**config.mk**
```make
export PLATFORM = sky130hd
export DESIGN_NAME = pipe_ctrl_flat
export DESIGN_NICKNAME = d
export VERILOG_FILES = /design/src/rtl/pipe_ctrl_if.sv /design/src/rtl/pipe_ctrl.sv /design/src/flat_wrapper.sv
export SDC_FILE = /design/constraint.sdc
export NUM_CORES = 1
export LEC_CHECK = 0
export CAP_MARGIN = 30
export CORE_MARGIN = 3
export CORE_UTILIZATION = 42
export CTS_CLUSTER_SIZE = 12
export DETAILED_ROUTE_END_ITERATION = 7
export PLACE_DENSITY = 0.76
export SLEW_MARGIN = 20
export SYNTH_ARGS = -nofsm -noshare
export SYNTH_HDL_FRONTEND = slang
export SYNTH_SLANG_ARGS = --single-unit
```
**constraint.sdc**
```tcl
create_clock -name clk -period 1.77 [get_ports clk]
set_input_delay 0.531 -clock clk [delete_from_list [all_inputs] [get_ports clk]]
set_output_delay 0.531 -clock clk [all_outputs]
set_load 0.01 [all_outputs]
```
**src/rtl/pipe_ctrl_if.sv**
```systemverilog
// Request/control bundle between the pipeline sequencer and its clients.
// The master side (execute, bus arbiter, interrupt controller, debug module)
// raises requests; the slave side (pipe_ctrl) returns hold/flush/redirect.
interface pipe_ctrl_if;
    logic        jump_req_i;
    logic [31:0] jump_addr_i;
    logic        int_assert_i;
    logic [31:0] int_addr_i;
    logic        div_busy_i;
    logic        bus_hold_req_i;
    logic        jtag_halt_req_i;
    logic [2:0]  hold_flag_o;
    logic [2:0]  flush_flag_o;
    logic        jump_flag_o;
    logic [31:0] jump_addr_o;
    logic        halted_o;
    logic        bus_timeout_o;

    modport master (
        output jump_req_i, jump_addr_i, int_assert_i, int_addr_i,
               div_busy_i, bus_hold_req_i, jtag_halt_req_i,
        input  hold_flag_o, flush_flag_o, jump_flag_o, jump_addr_o,
               halted_o, bus_timeout_o
    );

    modport slave (
        input  jump_req_i, jump_addr_i, int_assert_i, int_addr_i,
               div_busy_i, bus_hold_req_i, jtag_halt_req_i,
        output hold_flag_o, flush_flag_o, jump_flag_o, jump_addr_o,
               halted_o, bus_timeout_o
    );
endinterface

```
**src/rtl/pipe_ctrl.sv**
```systemverilog
// Central pipeline sequencer: resolves redirect/stall/halt requests by fixed
// priority into registered hold/flush codes, a PC redirect strobe, a debug
// halt state and a bus-stall watchdog. All outputs are registered.
module pipe_ctrl #(
    parameter int FLUSH_CYCLES = 2,    // 1..7
    parameter int BUS_TIMEOUT  = 1024  // 2..65535
) (
    input  logic        clk,
    input  logic        rst,
    pipe_ctrl_if.slave  ctrl
);

    localparam logic [1:0] ST_RUN   = 2'd0;
    localparam logic [1:0] ST_FLUSH = 2'd1;
    localparam logic [1:0] ST_HALT  = 2'd2;

    localparam logic [2:0] CODE_NONE = 3'd0;
    localparam logic [2:0] CODE_PC   = 3'd1;
    localparam logic [2:0] CODE_ID   = 3'd3;

    localparam logic [2:0]  FLUSH_RELOAD = 3'(FLUSH_CYCLES - 1);
    localparam logic [15:0] BUS_LAST     = 16'(BUS_TIMEOUT - 1);

    logic [1:0]  state_q, state_d;
    logic [2:0]  flush_cnt_q, flush_cnt_d;
    logic [15:0] bus_cnt_q, bus_cnt_d;
    logic [2:0]  hold_q, hold_d;
    logic [2:0]  flush_q, flush_d;
    logic        jump_flag_q, jump_flag_d;
    logic [31:0] jump_addr_q, jump_addr_d;
    logic        halted_q, halted_d;
    logic        timeout_q, timeout_d;

    logic        redirect;
    logic [31:0] redirect_addr;

    // Interrupt outranks a jump for both the request and the target.
    assign redirect      = ctrl.int_assert_i | ctrl.jump_req_i;
    assign redirect_addr = ctrl.int_assert_i ? ctrl.int_addr_i : ctrl.jump_addr_i;

    // Sequencer next-state: redirect, flush drain, halt, then stalls.
    always_comb begin
        // NOTE: every signal gets a default first so no path leaves it
        // unassigned; that is what keeps this block from inferring latches.
        state_d     = state_q;
        flush_cnt_d = flush_cnt_q;
        hold_d      = CODE_NONE;
        flush_d     = CODE_NONE;
        jump_flag_d = 1'b0;
        jump_addr_d = jump_addr_q;
        halted_d    = 1'b0;

        if (state_q != ST_HALT && redirect) begin
            // New redirect from RUN, or a restart in the middle of a flush.
            state_d     = ST_FLUSH;
            flush_cnt_d = FLUSH_RELOAD;
            flush_d     = CODE_ID;
            jump_flag_d = 1'b1;
            jump_addr_d = redirect_addr;
        end else if (state_q == ST_FLUSH && flush_cnt_q != 3'd0) begin
            // Draining: stalls ignored, halt deferred until the count expires.
            flush_cnt_d = flush_cnt_q - 3'd1;
            flush_d     = CODE_ID;
        end else if (state_q == ST_HALT && ctrl.jtag_halt_req_i) begin
            hold_d   = CODE_ID;
            halted_d = 1'b1;
        end else begin
            // RUN, an expired FLUSH, or HALT being released: evaluate as RUN.
            state_d = ST_RUN;
            if (ctrl.jtag_halt_req_i) begin
                state_d  = ST_HALT;
                hold_d   = CODE_ID;
                halted_d = 1'b1;
            end else if (ctrl.div_busy_i) begin
                hold_d = CODE_ID;
            end else if (ctrl.bus_hold_req_i) begin
                hold_d = CODE_PC;
            end
        end
    end

    // Watchdog: counts consecutive bus stalls seen in RUN, fires and rearms.
    always_comb begin
        bus_cnt_d = bus_cnt_q;
        timeout_d = 1'b0;
        if (!ctrl.bus_hold_req_i) begin
            bus_cnt_d = 16'd0;
        end else if (state_q == ST_RUN) begin
            if (bus_cnt_q >= BUS_LAST) begin
                bus_cnt_d = 16'd0;
                timeout_d = 1'b1;
            end else begin
                bus_cnt_d = bus_cnt_q + 16'd1;
            end
        end
    end

    // State, counters and output registers with synchronous reset.
    always_ff @(posedge clk) begin
        // NOTE: non-blocking assignments so every register samples the
        // pre-edge values, independent of statement order.
        if (rst) begin
            state_q     <= ST_RUN;
            flush_cnt_q <= 3'd0;
            bus_cnt_q   <= 16'd0;
            hold_q      <= CODE_NONE;
            flush_q     <= CODE_NONE;
            jump_flag_q <= 1'b0;
            jump_addr_q <= 32'd0;
            halted_q    <= 1'b0;
            timeout_q   <= 1'b0;
        end else begin
            state_q     <= state_d;
            flush_cnt_q <= flush_cnt_d;
            bus_cnt_q   <= bus_cnt_d;
            hold_q      <= hold_d;
            flush_q     <= flush_d;
            jump_flag_q <= jump_flag_d;
            jump_addr_q <= jump_addr_d;
            halted_q    <= halted_d;
            timeout_q   <= timeout_d;
        end
    end

    assign ctrl.hold_flag_o   = hold_q;
    assign ctrl.flush_flag_o  = flush_q;
    assign ctrl.jump_flag_o   = jump_flag_q;
    assign ctrl.jump_addr_o   = jump_addr_q;
    assign ctrl.halted_o      = halted_q;
    assign ctrl.bus_timeout_o = timeout_q;

endmodule
```
**src/flat_wrapper.sv**
```systemverilog
// flat-port wrapper written by rule: the top's interface ports become plain ports
module pipe_ctrl_flat 
#(
    parameter int FLUSH_CYCLES = 2,           
    parameter int BUS_TIMEOUT  = 1024             
)
  (clk, rst, ctrl_jump_req_i, ctrl_jump_addr_i, ctrl_int_assert_i, ctrl_int_addr_i, ctrl_div_busy_i, ctrl_bus_hold_req_i, ctrl_jtag_halt_req_i, ctrl_hold_flag_o, ctrl_flush_flag_o, ctrl_jump_flag_o, ctrl_jump_addr_o, ctrl_halted_o, ctrl_bus_timeout_o);
  pipe_ctrl_if ctrl_i ();
  input  logic clk;
  input  logic rst;
  input wire logic [$bits(ctrl_i.jump_req_i)-1:0] ctrl_jump_req_i;
  input wire logic [$bits(ctrl_i.jump_addr_i)-1:0] ctrl_jump_addr_i;
  input wire logic [$bits(ctrl_i.int_assert_i)-1:0] ctrl_int_assert_i;
  input wire logic [$bits(ctrl_i.int_addr_i)-1:0] ctrl_int_addr_i;
  input wire logic [$bits(ctrl_i.div_busy_i)-1:0] ctrl_div_busy_i;
  input wire logic [$bits(ctrl_i.bus_hold_req_i)-1:0] ctrl_bus_hold_req_i;
  input wire logic [$bits(ctrl_i.jtag_halt_req_i)-1:0] ctrl_jtag_halt_req_i;
  output wire logic [$bits(ctrl_i.hold_flag_o)-1:0] ctrl_hold_flag_o;
  output wire logic [$bits(ctrl_i.flush_flag_o)-1:0] ctrl_flush_flag_o;
  output wire logic [$bits(ctrl_i.jump_flag_o)-1:0] ctrl_jump_flag_o;
  output wire logic [$bits(ctrl_i.jump_addr_o)-1:0] ctrl_jump_addr_o;
  output wire logic [$bits(ctrl_i.halted_o)-1:0] ctrl_halted_o;
  output wire logic [$bits(ctrl_i.bus_timeout_o)-1:0] ctrl_bus_timeout_o;
  assign ctrl_i.jump_req_i = ctrl_jump_req_i;
  assign ctrl_i.jump_addr_i = ctrl_jump_addr_i;
  assign ctrl_i.int_assert_i = ctrl_int_assert_i;
  assign ctrl_i.int_addr_i = ctrl_int_addr_i;
  assign ctrl_i.div_busy_i = ctrl_div_busy_i;
  assign ctrl_i.bus_hold_req_i = ctrl_bus_hold_req_i;
  assign ctrl_i.jtag_halt_req_i = ctrl_jtag_halt_req_i;
  assign ctrl_hold_flag_o = ctrl_i.hold_flag_o;
  assign ctrl_flush_flag_o = ctrl_i.flush_flag_o;
  assign ctrl_jump_flag_o = ctrl_i.jump_flag_o;
  assign ctrl_jump_addr_o = ctrl_i.jump_addr_o;
  assign ctrl_halted_o = ctrl_i.halted_o;
  assign ctrl_bus_timeout_o = ctrl_i.bus_timeout_o;
  pipe_ctrl #(.FLUSH_CYCLES(FLUSH_CYCLES), .BUS_TIMEOUT(BUS_TIMEOUT)) u_core (.clk(clk), .rst(rst), .ctrl(ctrl_i));
endmodule
```
==> summary.md, run 1 <==
| Metric | Value |
|---|---|
| Crit-path leading delay family | `buffers and inverters` |
| Via count | `2217` |
| WP data arrival | `1.21 ns` |
| Vias in the first global route | `2276` |
| Fin. Hold Viols | `0` |
| P&R area growth vs syn | `56.3%` |
| Max cap viols | `0` |
| Met1 wire length | `2600 µm` |
| Buf/Inv on CP | `1` |
| Number of synthesized register bits | `59` |
| Initial DRC count | `26` |
| Clk root buf | `clkbuf_8` |
| Die width | `83.9 µm` |
| Drt pass-1 iters | `4` |
| Crit path cell chain | `clkdlybuf4s50_1` |
| Max layer used | `met4` |
| Layout cells sized above 1 | `0.0902` |
| Clock sink count | `59` |
| Cells after Synth | `262` |
| Max_slew headroom | `0.661` |
| Hold Path Class | `flip-flop to flip-flop` |
| Synth top area share | `0.463` |
| CTS clk-pin slew, worst paths | `0.06 ns` |
| Cells on worst reg2reg path | `4` |
| Num rows | `27` |
| Least-Margin Pin Slew | `0.503 ns` |
| CTS tree | `built` |
| Clock buffer depth | `2` |
| Setup Buffers After CTS | `0` |
| CP Launch Type | `flip-flop` |
| LEAKAGE | `0.00193 µW` |
| Worst setup EP type | `primary output` |
| Levels on crit path | `1` |
| Final GP Congestion | `0.740` |
| Synth top area cells | `dfxtp_1, mux2i_1, a211oi_1, nor2_1, xor2_1` |
| Slowest Stage Delay on Critical Path | `0.54 ns` |
| HPWL after DPL | `4830 µm` |
| Core Util, Final | `0.703` |
| Fmax | `573 MHz` |
| Placed cell areas | `0.00376 mm²` |
| Ys flop type | `dfxtp_1` |
| CTS Buf Count | `9` |
| CP required | `1.24 ns` |
| Clock Skews | `0.00361 ns` |
| Effective utilization at floorplan | `0.450` |
| Hold Buf Count CTS | `0` |
| Die area | `0.00705 mm²` |
| Die Height | `83.9 µm` |
| Nets | `447` |
| Total global-route track usage | `0.184` |
| Grt total ovfl | `0` |
| DR vias/cell | `4.94` |
| Slowest CP cell | `clkdlybuf4s50_1` |
| Cell variety after synth | `37` |
| Worst vdd ir | `0.000458 V` |
| PD cells | `756 mW/mm²` |
| Minimum clock period | `1.75 ns` |
| Routed wl met2 | `3090 µm` |
| Most area-hungry cell type in the Yosys netlist | `dfxtp_1` |
| Sequential-to-total area share from yosys stat | `0.463` |
| Global-route wire length before repair | `10400 µm` |
| Period utilization | `0.986` |
| Worst Hold Path Cells | `2` |
| RSZ-0062 raised after global routing | `false` |
| DRC Markers | `0` |
| Critical path class | `flip-flop to primary output` |
| Port bufs | `109` |
| Initial antenna violation count | `0` |
| Clock Latency Late Sink | `0.32 ns` |
| Final setup vio count | `0` |
| WL/cell | `13.9 µm` |
| Status | `complete, no violations` |
| Met3 Wirelength | `477 µm` |
| Inserted Diodes | `0` |
| I/O pin cnt | `112` |
| Post-route design area | `0.00399 mm²` |
| Core ar. | `0.00568 mm²` |
| Final wirelength | `6240 µm` |
| # H-tree levels | `3` |
| Count of final max-slew check failures | `0` |
| CP Max Fanout | `2` |
| Asr flop ratio synth | `0` |
| Largest net degree at the start of global routing | `50` |
| Syn avg cell area | `9.74 µm²` |
| Post-DRT Antenna Nets | `0` |
| Post-Syn Area | `0.00255 mm²` |
| Synth Warn # | `0` |
| Post-synth EDFFs | `0` |
## repair_timing
item / in CTS / in global routing
endpoints found under the setup margin: 5 / 28
resized for setup: 5 / 27
pin swaps: 0 / 0
## where the power goes
part           total [µW]  internal (µW)  switching, µW  leakage, µW
sequential           1450           1410           45.0     0.000486
clock                 994            531            463    0.0000860
combinational         569            342            227      0.00136
## through the flow
step | TNS (ns) | power, µW | worst slack, ns | hold WS (ns) | instances
final | 0 | 3020 | 0.0247 | 0.492 | 449
after global routing | 0 | 3170 | 0.000296 | 0.508 | 449
after CTS | 0 | 3070 | 0.00154 | 0.498 | 449
after detailed placement | -2.94 | 2080 | -0.161 | 0.491 | 434
after global placement | -1.34 | 2070 | -0.0584 | 0.473 | 434
after floorplan | 0 | 1710 | 0.148 | 0.447 | 263
## final cells by class
cell class,count,area [µm²]
clock buffers,12,145
clock inverters,3,15.0
fillers,459,1690
inverters,5,18.8
multi-input cells,176,1260
flip-flops and latches,59,1180
well taps,72,90.1
repair buffers,122,1280
## registers in the layout (all words and copies together) (netlist names)
signal	count
u_core.ctrl.bus_timeout_o	1
u_core.ctrl.jump_flag_o	1
u_core.ctrl.jump_addr_o	32
u_core.flush_cnt_q	3
u_core.ctrl.hold_flag_o	2
u_core.bus_cnt_q	16
u_core.state_q	2
u_core.ctrl.halted_o	1
u_core.ctrl.flush_flag_o	1
## layer usage
metal  vias up  global-route usage
li1       1168                   -
met2        62               0.307
met4         0              0.0556
met5         -                   0
met3         7              0.0819
met1       980               0.211
## worst paths after layout
kind                            slack [ns]                     to                        start
worst max register to register        0.11   u_core.bus_cnt_q[15]            u_core.state_q[1]
worst max-delay path                  0.02   ctrl_jump_addr_o[21]  u_core.ctrl.jump_addr_o[21]
worst min-delay path                  0.49  u_core.flush_cnt_q[0]        u_core.flush_cnt_q[0]
worst min register to register        0.49  u_core.flush_cnt_q[0]        u_core.flush_cnt_q[0]
## synth_stat cells, types with 4 or more instances
| cell | n |
|---|---|
| inv_1 | 5 |
| nor2_1 | 40 |
| xor2_1 | 8 |
| nor3_1 | 13 |
| nand4_1 | 6 |
| dfxtp_1 | 59 |
| clkbuf_1 | 11 |
| mux2i_1 | 33 |
| buf_2 | 5 |
| buf_4 | 4 |
| a211oi_1 | 34 |
## logic make-up after synthesis
logic type               synth area share
adder cells (fa/ha/maj)            0.0147
AO/OA/AOI/OAI                       0.136
other                             0.00147
flip-flops                          0.463
XOR/XNOR                           0.0378
multiplexers                        0.129
buffers and inverters              0.0525
AND/OR/NAND/NOR                     0.165
## layout by cell type (no fill, tap or decap), drive strengths merged, types with 2 or more instances in the layout
master and n:
clkbuf 12, and2 3, nor3 14, nor2 40, xor2 8, a21oi 2
buf 14, a31o 2, clkdlybuf4s50 77, ha 3, nand4 6, nor3b 3
dfxtp 59, conb 2, nand3 3, mux2i 33, a2111oi 2, clkinv 3
a211oi 34, dlygate4sd2 5, inv 5, and4 3, xnor2 3, dlymetal6s2s 26
and3 2, nand2 3
Note: power is estimated with default switching activity, not from simulation.
==> run 2: changes to the inputs <==
- SLEW_MARGIN: 20 -> default
==> results of run 2 <==
Same layout as run 1: the final DEF is identical, and so are final timing and power.
==> run 3: changes to the inputs <==
- CAP_MARGIN: 30 -> 0
==> results of run 3 <==
Same layout as run 1: the final DEF is identical, and so are final timing and power.
